### config.mk
export PLATFORM = sky130hd
export DESIGN_NAME = lpddr2_frame_reader
export DESIGN_NICKNAME = d
export VERILOG_FILES = /design/src/rtl/bsod_video_pkg.sv /design/src/rtl/sync_fifo_sa.sv /design/src/rtl/lpddr2_frame_reader.sv
export SDC_FILE = /design/constraint.sdc
export NUM_CORES = 1
export LEC_CHECK = 0
export BUFFER_PORTS_ARGS = -buffer_cell sky130_fd_sc_hd__buf_2
export CORE_MARGIN = 1.5
export CORE_UTILIZATION = 54
export CTS_BUF_LIST = sky130_fd_sc_hd__clkbuf_4
export DETAILED_ROUTE_END_ITERATION = 7
export PLACE_DENSITY = 0.69
export SYNTH_ARGS = -nofsm -noshare
export SYNTH_HDL_FRONTEND = slang
export SYNTH_HIERARCHICAL = 1
export SYNTH_SLANG_ARGS = --single-unit
### constraint.sdc
create_clock -name iCLK -period 9 [get_ports iCLK]
set_input_delay 1.8 -clock iCLK [delete_from_list [all_inputs] [get_ports iCLK]]
set_output_delay 1.8 -clock iCLK [all_outputs]
set_load 0.02 [all_outputs]
### src/rtl/bsod_video_pkg.sv
// bsod_video_pkg: shared types and constants for the LPDDR2 video path
package bsod_video_pkg;

    localparam int unsigned FRAME_WORDS_1080P = 2073600;

    typedef struct packed {
        logic        sof;
        logic [23:0] rgb;
    } pix_word_t;

    typedef enum logic [1:0] {
        FR_IDLE,
        FR_FETCH,
        FR_DRAIN,
        FR_FLUSH
    } fr_state_t;

endpackage

### src/rtl/sync_fifo_sa.sv
// sync_fifo_sa: single-clock show-ahead FIFO with one-cycle flush
module sync_fifo_sa #(
    parameter int WIDTH = 25,
    parameter int DEPTH = 16
) (
    input  logic                       clk,
    input  logic                       rst_n,
    input  logic                       wr_en,
    input  logic [WIDTH-1:0]           wr_data,
    input  logic                       rd_en,
    output logic [WIDTH-1:0]           rd_data,
    input  logic                       flush,
    output logic [$clog2(DEPTH):0]     count,
    output logic                       full,
    output logic                       empty
);

    localparam int AW = $clog2(DEPTH);

    logic [WIDTH-1:0] mem_q [DEPTH];
    logic [AW-1:0]    wr_ptr_q, wr_ptr_d;
    logic [AW-1:0]    rd_ptr_q, rd_ptr_d;
    logic [AW:0]      count_q, count_d;
    logic             do_wr, do_rd;

    assign count   = count_q;
    assign full    = count_q == (AW+1)'(DEPTH);
    assign empty   = count_q == '0;
    assign rd_data = mem_q[rd_ptr_q];

    // Pointer/count update; a pop frees the slot a same-cycle push needs when full
    always_comb begin
        do_rd    = rd_en & ~empty & ~flush;
        do_wr    = wr_en & (~full | do_rd) & ~flush;
        wr_ptr_d = flush ? '0 : wr_ptr_q + AW'(do_wr);
        rd_ptr_d = flush ? '0 : rd_ptr_q + AW'(do_rd);
        count_d  = flush ? '0 : count_q + (AW+1)'(do_wr) - (AW+1)'(do_rd);
    end

    // Control state register
    always_ff @(posedge clk or negedge rst_n) begin
        if (!rst_n) begin
            wr_ptr_q <= '0;
            rd_ptr_q <= '0;
            count_q  <= '0;
        end else begin
            wr_ptr_q <= wr_ptr_d;
            rd_ptr_q <= rd_ptr_d;
            count_q  <= count_d;
        end
    end

    // Storage array, not reset; contents are only observed when count is non-zero
    always_ff @(posedge clk) begin
        if (do_wr) mem_q[wr_ptr_q] <= wr_data;
    end

endmodule

### src/rtl/lpddr2_frame_reader.sv
// lpddr2_frame_reader: credit-limited Avalon-MM read master streaming a frame as RGB pixels
module lpddr2_frame_reader
    import bsod_video_pkg::*;
#(
    parameter int                ADDR_W      = 27,
    parameter logic [ADDR_W-1:0] BASE_ADDR   = '0,
    parameter int unsigned       FRAME_WORDS = FRAME_WORDS_1080P,
    parameter int                FIFO_DEPTH  = 16
) (
    input  logic              iCLK,
    input  logic              iRST_n,
    input  logic              iENABLE,
    input  logic              local_init_done,
    input  logic              avl_waitrequest_n,
    output logic [ADDR_W-1:0] avl_address,
    output logic              avl_read,
    input  logic              avl_readdatavalid,
    input  logic [31:0]       avl_readdata,
    output logic              avl_burstbegin,
    output logic [23:0]       pix_data,
    output logic              pix_sof,
    output logic              pix_valid,
    input  logic              pix_ready,
    output logic              oBUSY,
    output logic              oFRAME_DONE
);

    localparam int CW = $clog2(FIFO_DEPTH) + 1;
    localparam int FW = $clog2(FRAME_WORDS);
    localparam logic [FW-1:0] LAST = FW'(FRAME_WORDS - 1);

    fr_state_t         state_q, state_d;
    logic [ADDR_W-1:0] addr_q, addr_d;
    logic [FW-1:0]     issue_q, issue_d;
    logic [FW-1:0]     ret_q, ret_d;
    logic [FW-1:0]     pixcnt_q, pixcnt_d;
    logic [CW-1:0]     outst_q, outst_d;
    logic [CW-1:0]     fifo_count;
    logic [CW:0]       credit_sum;
    logic              fifo_full, fifo_empty, fifo_wr, fifo_rd, fifo_flush;
    logic              run, rd_req, accept;
    pix_word_t         wr_word, rd_word;
    logic              unused_hi;

    assign unused_hi = ^avl_readdata[31:24];

    // Request generation, counters and frame FSM next state
    always_comb begin
        state_d     = state_q;
        addr_d      = addr_q;
        issue_d     = issue_q;
        ret_d       = ret_q;
        pixcnt_d    = pixcnt_q;
        run         = iENABLE & local_init_done;
        credit_sum  = {1'b0, outst_q} + {1'b0, fifo_count};
        rd_req      = (state_q == FR_FETCH) & run & (credit_sum < (CW+1)'(FIFO_DEPTH));
        accept      = rd_req & avl_waitrequest_n;
        fifo_wr     = avl_readdatavalid;
        fifo_rd     = ~fifo_empty & pix_ready;
        fifo_flush  = state_q == FR_FLUSH;
        wr_word.sof = ret_q == '0;
        wr_word.rgb = avl_readdata[23:0];
        outst_d     = outst_q + CW'(accept) - CW'(avl_readdatavalid);
        oFRAME_DONE = fifo_rd & (pixcnt_q == LAST);
        if (accept) begin
            addr_d  = (issue_q == LAST) ? BASE_ADDR : addr_q + ADDR_W'(1);
            issue_d = (issue_q == LAST) ? '0 : issue_q + FW'(1);
        end
        if (avl_readdatavalid) ret_d = (ret_q == LAST) ? '0 : ret_q + FW'(1);
        if (fifo_rd) pixcnt_d = (pixcnt_q == LAST) ? '0 : pixcnt_q + FW'(1);
        case (state_q)
            FR_IDLE: if (run) begin
                state_d = FR_FETCH;
                addr_d  = BASE_ADDR;
                issue_d = '0;
                ret_d   = '0;
            end
            FR_FETCH: if (!run) state_d = FR_DRAIN;
            FR_DRAIN: if (outst_q == '0) state_d = FR_FLUSH;
            default: begin
                state_d  = FR_IDLE;
                pixcnt_d = '0;
            end
        endcase
    end

    // State and counter registers
    always_ff @(posedge iCLK or negedge iRST_n) begin
        if (!iRST_n) begin
            state_q  <= FR_IDLE;
            addr_q   <= BASE_ADDR;
            issue_q  <= '0;
            ret_q    <= '0;
            pixcnt_q <= '0;
            outst_q  <= '0;
        end else begin
            state_q  <= state_d;
            addr_q   <= addr_d;
            issue_q  <= issue_d;
            ret_q    <= ret_d;
            pixcnt_q <= pixcnt_d;
            outst_q  <= outst_d;
        end
    end

    sync_fifo_sa #(
        .WIDTH($bits(pix_word_t)),
        .DEPTH(FIFO_DEPTH)
    ) u_fifo (
        .clk    (iCLK),
        .rst_n  (iRST_n),
        .wr_en  (fifo_wr),
        .wr_data(wr_word),
        .rd_en  (fifo_rd),
        .rd_data(rd_word),
        .flush  (fifo_flush),
        .count  (fifo_count),
        .full   (fifo_full),
        .empty  (fifo_empty)
    );

    assign avl_address    = addr_q;
    assign avl_read       = rd_req;
    assign avl_burstbegin = rd_req;
    assign oBUSY          = state_q != FR_IDLE;
    assign pix_valid      = ~fifo_empty;
    assign pix_data       = fifo_empty ? '0 : rd_word.rgb;
    assign pix_sof        = ~fifo_empty & rd_word.sof;

endmodule

==> results <==
- The total placed instance area is 22770 µm².
- Summing the areas of all fa, ha and maj instances in the mapped netlist gives 1.851% of the synthesized area.
- STA classifies the critical path endpoint as an output port.
- The worst path meets setup with 3442 ps of slack.
- For this run, asynchronously set or reset flops after synthesis account for 21.57%.
- In the final timing run, aggregate negative setup slack is 0 ps.
- The total detailed-routing wirelength is around 46000 µm.
- The clock net sink count is 510.
- Once placement completed, the tool counted placed cells totaling approximately 2.0k.
- The gate count of the mapped netlist is between 1k and 1.5k.
- Setup repair after global routing left no endpoint under its margin.
- The clock transition at the registers of the reported paths is ~60 ps.
- The routed length per instance is 20.99 µm.
- The die boundary width is 203.8 µm.
- The largest net degree at the start of global routing is 65.
- The residual antenna-violating net count after detailed routing is 0.
- The synthesized design spends more area on one cell type than any other, namely edfxtp_1.
- The combinational family with the most area after synthesis is simple AND/OR/NAND/NOR gates.
- The via count is 13.13k.
- The number of global-route vias before repair is 13.07k.
- Once the clock tree was built, the setup fixing pass inserted 0 buffers.
- The worst setup path is launched from a flip-flop.
- The cts-stage hold buffer count is 0.
- Counting flops with a built-in enable in the synthesized netlist gives 400.
- The mean instance size in the synthesized netlist is 15.55 µm².
- The area share of the leading cell type in the synthesized netlist is 55.19%.
- The clock period could shrink to 5558 ps.
- Clock latency on the worst-skew pair, taken at its later pin, is 820 ps.
- The maximum level of the CTS H-tree is 4.
- 96 I/O pins were placed.
- Routability-driven placement finished with a final weighted congestion of 0.7897.
- The final worst hold slack is approximately 500 ps.
- The global-route usage over all layers is 22.87%.
- The share of post-route cells with drive strength above 1 is between 20% and 30%.
- The dominant cell by count in the synthesized netlist is edfxtp_1.
- In this run the cell area of the synthesized design comes to 21760 µm².
- Dividing the detail-routed via count by the number of cells gives 5.978.
- The die is around 200 µm tall.
- The count of non-filler cells in the finished layout is roughly 2.2k.
- The path type of the worst min-delay path is reg2reg.
- The main flop type after synthesis is edfxtp_1.
- Prior to clock tree synthesis, the placed netlist has a worst setup slack of 3883 ps.
- By area the synthesized netlist is led by edfxtp_1 55%, dfrtp_1 13%, mux4_2 10%.
- In this run the worst path has a maximum fanout of approximately 50.
- The share of cell area taken by muxes after synthesis is 10.49%.
- The worst setup path is of the reg2out kind.
- The total power per unit cell area is 280.3 nW/µm².
- The total area of sequential cells is 14770 µm².
- The count of final hold-check violations was 0.
- The total core area is about 40000 µm².
- Post-CTS repair changed the size of 0 cells.
- The finished layout cell area is 24500 µm².
- The tool flagged a number of max-cap violations equal to 0.
- The completed layout was analyzed and its total power is slightly below 7 mW.
- In this run, the number of DRC markers left after iteration 0 of detailed routing was 1034.
- The layout has roughly 3k filler cells.
- The fraction of the mapped netlist area in compound gates is 5.272%.
- The endpoint arrival time on the critical path is roughly 3800 ps.
- For this configuration, the core starts out at a cell density of 54.78%.
- The residual overflow from global routing is 0.
- The number of pins with negative max-slew slack in the final report is 0.
- The library cell used as clock root buffer is clkbuf_4.
- Input and output buffers added on the ports amount to 87.
- The first-pass detailed-route iteration total is 5.
- The total leakage power is 8.708 nW.
- Counting the buffers created by CTS gives 134.
- For this run, design rule violations remaining after detail routing come to 0.
- For the pin with the worst max-slew slack, the measured transition is between 1000 and 1500 ps.
- Cells fill around three fifths of the core in the end.
- The clock arrives with 59.56 ps of skew.
- The post-synthesis xor/xnor area fraction is 1.851%.
- The synthesized netlist net count is 1470.
- Compared with the post-synthesis result, the final layout area differs by 12.57%.
- By count the netlist is led by 400 x edfxtp_1, 110 x dfrtp_1, 100 x mux4_2.
- Setup violations remaining at the end of the flow were counted as 0.
- Across the VDD grid, the largest voltage drop is 165.3 µV.
- The floorplan step defined a die boundary enclosing approximately 42000 µm².
- The highest achievable clock rate is 0.1799 GHz.
- Of the available clock period, the critical path in the final layout requires around three fifths.
- The number of nets in the final layout is 1642.
- The initial antenna violation count was 1.
- Measured against its own limit, the worst slew margin works out to 23.27%.
- Row generation in the floorplan step produced 73 rows.
- After Yosys synthesis, and, or, nand and nor cells account for about a tenth of the synthesized area.
- In this run, synthesis produced a sequential element count of 510.
- Data on the critical path is required at its endpoint by 7200 ps.
- TritonCTS built the clock tree.
- The maximum count of clock buffers along a single path is 3.
- The multi-input combinational cell area is approximately 6700 µm².
- The netlist uses 71 different library cells.
- The run finished with clean final reports.
- The warning count from the yosys run is 6.
- Of the synthesized area, sequential elements account for 67.84%.
- The first global-routing pass estimated 71920 µm of wire.
- The HPWL after detailed placement is around 25000 µm.
kinds of logic (layout without fill, tap and decap cells):
group | count (synthesis) | in the layout
AOI/OAI and AO/OA | 177 | 177
xor gates and xnor gates | 46 | 46
adders and majority gates | 31 | 31
buffers and inverters | 97 | 367
DFF | 510 | 510
muxes | 103 | 103
other | 0 | 1
and+or+nand+nor | 436 | 436
cells in the final DEF, fill, tap and decap left out, types with 14 or more instances in the layout:
master / count
xnor2_1: 26
inv_1: 32
dfrtp_1: 108
ha_1: 29
o21ai_0: 37
xor2_1: 20
a21oi_1: 49
nand2_1: 89
nand3_1: 60
buf_2: 86
nand4_1: 30
nor2_1: 73
mux4_2: 100
edfxtp_1: 400
nor3_1: 31
nor2b_1: 29
clkinv_1: 27
and3_1: 17
nor2_4: 16
clkbuf_4: 197
a22oi_1: 51
buf_4: 14
sequential cells by signal, indices dropped and copies added (netlist names), 5 cells and up:
register and flops:
u_fifo/mem_q 400, avl_address 27, issue_q 21, pixcnt_q 21, ret_q 21, outst_q 5, u_fifo/count 5
area by class of cell:
| type | instances | area share (%) |
|---|---|---|
| Sequential cell | 510 | 60.29 |
| Multi-Input combinational cell | 793 | 27.28 |
| Clock buffer | 197 | 6.036 |
| Tap cell | 525 | 2.681 |
| Timing Repair Buffer | 100 | 2.186 |
| Clock inverter | 37 | 1.006 |
| Inverter | 33 | 0.5056 |
| Antenna cell | 1 | 0.01021 |
critical path: stages, from the launching register on:
cell	delay, ps
dfrtp_4	1060
buf_4	620
mux4_2	580
a22oi_1	220
nand2_1	140
nor2b_1	150
buf_2	170
report_power, final:
| part | internal, mW | switching [mW] | total (mW) |
|---|---|---|---|
| clock | 1.09 | 0.925 | 2.02 |
| sequential | 2.78 | 0.198 | 2.97 |
| combinational | 0.832 | 1.04 | 1.88 |
| total | 4.70 | 2.17 | 6.87 |
worst paths after layout:
kind / cells past startpoint / from / slack (ps) / end
min in group asynchronous: 1 / iRST_n / 1070 / ret_q[16]
worst min-delay path: 1 / issue_q[19] / 500 / issue_q[19]
max in group asynchronous: 2 / iRST_n / 6680 / avl_address[25]
worst min register to register: 1 / issue_q[19] / 500 / issue_q[19]
worst max-delay path: 6 / u_fifo/rd_ptr_q[0] / 3440 / pix_data[4]
worst max register to register: 15 / u_fifo/count[1] / 5310 / outst_q[4]
metal layers:
metal  global-route usage, %  vias to the layer above  routed length [µm]
li1                        -                     5930                   -
met1                   31.35                     6640               19740
met2                   36.49                      485               22360
met3                   4.698                       72                3220
met4                   8.386                        0                 789
met5                       0                        -                   0
No activity file was read; power rests on OpenSTA's default activity.
